## src/rtl/ins_sequencer.sv

```systemverilog
// ins_sequencer: fetch/decode/execute timing controller for the 4-bit-opcode model computer.
// Strobes are decoded from the registered state; only pc_ld also looks at op/flag_g in EXEC.
module ins_sequencer #(
    parameter int MEM_LAT = 1,
    parameter int CNT_W   = 16
) (
    input  logic             clk,
    input  logic             rst_n,
    input  logic             start,
    input  logic             step,
    input  logic [3:0]       op,
    input  logic             flag_g,
    input  logic             io_ack,
    output logic             mem_rd,
    output logic             ir_ld,
    output logic             opr_ld,
    output logic             pc_inc,
    output logic             pc_ld,
    output logic             dec_en,
    output logic             exec_en,
    output logic             io_req,
    output logic             busy,
    output logic             halted,
    output logic [2:0]       state,
    output logic [CNT_W-1:0] instr_cnt
);
    typedef enum logic [2:0] {IDLE, FETCH, LOAD, DECODE, OPFETCH, IOWAIT, EXEC, HALT} state_e;
    localparam int LW = MEM_LAT > 1 ? $clog2(MEM_LAT) : 1;
    state_e           state_q, state_d;
    logic [LW-1:0]    lat_q, lat_d;
    logic [CNT_W-1:0] cnt_q, cnt_d;
    logic             lat_last;
    assign lat_last = lat_q == LW'(MEM_LAT - 1);
    always_ff @(posedge clk or negedge rst_n) begin
        if (!rst_n) begin
            state_q <= IDLE;
            lat_q   <= '0;
            cnt_q   <= '0;
        end else begin
            state_q <= state_d;
            lat_q   <= lat_d;
            cnt_q   <= cnt_d;
        end
    end
    always_comb begin
        state_d = state_q;
        lat_d   = '0;
        cnt_d   = cnt_q;
        case (state_q)
            IDLE:    state_d = start ? FETCH : IDLE;
            FETCH: begin
                lat_d   = lat_last ? '0 : lat_q + 1'b1;
                state_d = lat_last ? LOAD : FETCH;
            end
            LOAD:    state_d = DECODE;
            DECODE:  state_d = (op == 4'b1010 || op == 4'b1011 || op == 4'b1110) ? OPFETCH :
                               (op == 4'b1100 || op == 4'b1101) ? IOWAIT :
                               (op == 4'b1111) ? HALT : EXEC;
            OPFETCH: begin
                lat_d   = lat_last ? '0 : lat_q + 1'b1;
                state_d = lat_last ? EXEC : OPFETCH;
            end
            IOWAIT:  state_d = io_ack ? EXEC : IOWAIT;
            EXEC: begin
                cnt_d   = cnt_q + 1'b1;
                state_d = step ? IDLE : FETCH;
            end
            default: state_d = HALT;
        endcase
    end
    assign mem_rd    = state_q == FETCH || state_q == OPFETCH;
    assign ir_ld     = state_q == LOAD;
    assign opr_ld    = state_q == OPFETCH && lat_last;
    assign pc_inc    = ir_ld || opr_ld;
    assign pc_ld     = state_q == EXEC && (op == 4'b1010 || (op == 4'b1011 && flag_g));
    assign dec_en    = state_q == DECODE || state_q == OPFETCH || state_q == IOWAIT || state_q == EXEC;
    assign exec_en   = state_q == EXEC;
    assign io_req    = state_q == IOWAIT;
    assign busy      = state_q != IDLE && state_q != HALT;
    assign halted    = state_q == HALT;
    assign state     = state_q;
    assign instr_cnt = cnt_q;
endmodule

```

## config.mk

```make
export PLATFORM = sky130hd
export DESIGN_NAME = ins_sequencer
export DESIGN_NICKNAME = d
export VERILOG_FILES = /design/src/rtl/ins_sequencer.sv
export SDC_FILE = /design/constraint.sdc
export NUM_CORES = 1
export LEC_CHECK = 0
export ABC_AREA = 1
export CORE_MARGIN = 3
export CORE_UTILIZATION = 40
export CTS_CLUSTER_SIZE = 24
export DETAILED_ROUTE_END_ITERATION = 10
export PLACE_DENSITY = 0.74
export SYNTH_ARGS = -nofsm -noshare
export SYNTH_HDL_FRONTEND = slang
export SYNTH_SLANG_ARGS = --single-unit
```

## constraint.sdc

```tcl
create_clock -name clk -period 1.2 [get_ports clk]
set_clock_uncertainty 0.05 [all_clocks]
set_input_delay 0.36 -clock clk [delete_from_list [all_inputs] [get_ports clk]]
set_output_delay 0.36 -clock clk [all_outputs]
set_load 0.02 [all_outputs]
```

==> impl_metrics.yaml <==
clocking:
  cts_hold_buffers: 0
  clk_pin_slew_worst_paths_ps: 120
  clock_latency_ps: 310
  clk_root_buffer_cell: "clkbuf_4"
  clock_tree_from_tritoncts: "done"
  clock_sink_count: 19
  numCtsBuffers: 3
  cts.path.max_buffers: 2
  cts_max_level: 1
timing:
  report.final.slew_viol_count: 0
  layout_setup_ws_ps: -605
  hold_violations: 0
  slew_headroom_pct: 83.7
  finalCritPeriodShare_pct: 150
  max_slew.worst_pin.slew_ps: 244
  finalSetupTns_ps: -13010
  post-route-min-period_ps: 1810
  setup-violations-final: 47
  setup_repair_after_global_routing_missed_its_margin: "true"
  f_max_mhz: 554
synthesis:
  synth_mux_area_share_pct: 0
  synth-compound-area-share_pct: 2.71
  synth.net_count: 158
  synth_area_per_cell_um2: 7.85
  synth.area.top_cells: "dfrtp_1 (41%), nand2_1 (14%), nor2_1 (5.9%)"
  synth_cell_types: 27
  ys_ff_latch: 19
  synth_top_area_cell: "dfrtp_1"
  synth_adder_area_share_pct: 1.08
  synthesis.area_mm2: 0.00115
  synth_top_area_share_pct: 41.2
  seq_area_frac_synth_pct: 41.2
  synth_xor_area_share_pct: 6.83
  synth_top_family_by_area: "simple AND/OR/NAND/NOR gates"
  synth_simple_gate_area_share_pct: 40.5
  synthesis.yosys.warnings: 0
  syn_inst: 147
finish:
  mostFrequentLayoutCells: "buf_6 (45), nand2_1 (37), buf_4 (31), dfrtp_1 (14)"
  num-nets-final: 249
  leading_cell_type_in_the_layout_fill_and_taps_excluded: "buf_6"
  layout-drive-gt1-share_pct: 56.1
  antenna_cells: 0
  area_added_between_synthesis_and_finish_pct: 96.7
route:
  drc: 0
  via_per_inst: 5.24
  drt-total-wl_mm: 4.42
  routed-via-count: 1398
  firstDrtPassIters: 4
  detail_route.iter0.violations: 69
  drtAntennaViolNets: 0
  wl_per_cell_um: 16.6
pwr:
  total_leakage_power_nw: 1.15
  power-per-cell-area_mw_per_mm2: 1960
  worst_ir_drop_vdd_uv: 2520
run_status:
  outcome: "complete, but fails checks"
  violations_in_the_final_reports: "setup timing"
setup_path:
  crit_arrival_ps: 1400
  r2r-start: "state[1]"
  worst_r2r_endpoint: "instr_cnt[9]"
  setup.worst_path.class: "reg -> out"
  path_max_fanout: 4
  timing.critical_path.required_ps: 790
  worst-r2r-setup-slack_ps: -490
  cp-start-kind: "flop"
  worst-r2r-cell-count: 9
  critical_path.endpoint_type: "output port"
global_route:
  grt.total_usage_pct: 24.8
  grt_first_pass_wirelength_mm: 6.64
  vias_in_the_first_global_route: 1402
  grt_antenna_before_repair: 0
  grt-ovfl-total: 0
  grt_max_degree: 20
floorplan:
  row_count: 18
  die_width_um: 59.7
  ios: 39
  core_region_area_mm2: 0.00261
  die_area_mm2: 0.00356
  floorplan.die.height_um: 59.7
  starting_density_of_the_core_pct: 44.2
place:
  detailedPlacementHpwl_mm: 2.52
  gp_routability_congestion: 0.820
  port_buffers: 38
  preCtsSetupSlack_ps: -1060
run:
  max_cap_violations: 0
min_path:
  timing.hold.worst.class: "in -> async"
how the worst max path moves through the flow:
stage,depth (start not counted),startpoint,endpoint
after floorplan,3,state[0],pc_ld
after global placement,4,op[1],pc_ld
after detailed placement,4,op[2],pc_ld
after CTS,4,state[1],pc_ld
after global routing,5,state[1],dec_en
final,5,state[1],dec_en
cell families (layout without fill, tap and decap cells):
group | Yosys count | in the layout
compound gates | 5 | 5
simple gates | 92 | 92
xor+xnor | 9 | 9
buf+inv | 21 | 111
fa+ha+maj | 1 | 1
flops | 19 | 19
critical path, stage by stage (launching register included):
cell,delay (ps)
dfrtp_2,470
buf_6,150
nand2_4,70
nor2_4,40
nand3b_1,190
buf_6,160
cell usage after synthesis (all sizes together):
master   number
inv          19
o211ai        1
nand2        46
nor2         21
xor2          3
o21ai         1
ha            1
nand4         7
nor3          4
dfrtp        19
xnor2         6
a21oi         2
o2111ai       1
nand3b        4
nand3        10
buf           2
cell type report:
class	instances	area (um2)
Clock buffer	4	26.3
Fill cell	122	343
Inverter	19	78.8
Multi-Input combinational cell	107	763
Sequential cell	19	482
Tap cell	30	37.5
Timing Repair Buffer	88	882
flip-flops by register name, indices dropped and copies added, names as in the netlist, named ones only:
name       flops
instr_cnt     16
state          2
timing repair:
| item | in CTS | in global routing |
|---|---|---|
| buffers inserted | 17 | 9 |
| setup endpoints to repair | 45 | 47 |
| gates resized for setup | 204 | 18 |
| endpoints found under the hold margin | 0 | 0 |
| pin swaps | 15 | 9 |
routing by layer:
layer	global-route usage, %	up-vias	routed length [um]
li1	-	646	-
met1	31.0	680	1760
met2	43.5	58	2290
met3	4.97	14	236
met4	6.01	0	144
met5	0	-	0
power by group:
group          switching, mW  internal, mW
Sequential             0.139         0.770
Clock                  0.211         0.130
Combinational           1.60          1.60
metrics by stage:
stage / cells / hold slack (ps) / util, % / area (um2) / power, mW
after floorplan: 147 / 14.4 / - / 1230 / 2.03
after global placement: 240 / 437 / 70.3 / 1840 / 2.90
after detailed placement: 240 / 453 / 70.3 / 1840 / 2.96
after CTS: 260 / 342 / 82.1 / 2150 / 4.07
after global routing: 267 / 339 / 86.9 / 2270 / 4.66
final: 267 / 336 / 86.9 / 2270 / 4.45
Note: power is estimated with default switching activity, not from simulation.
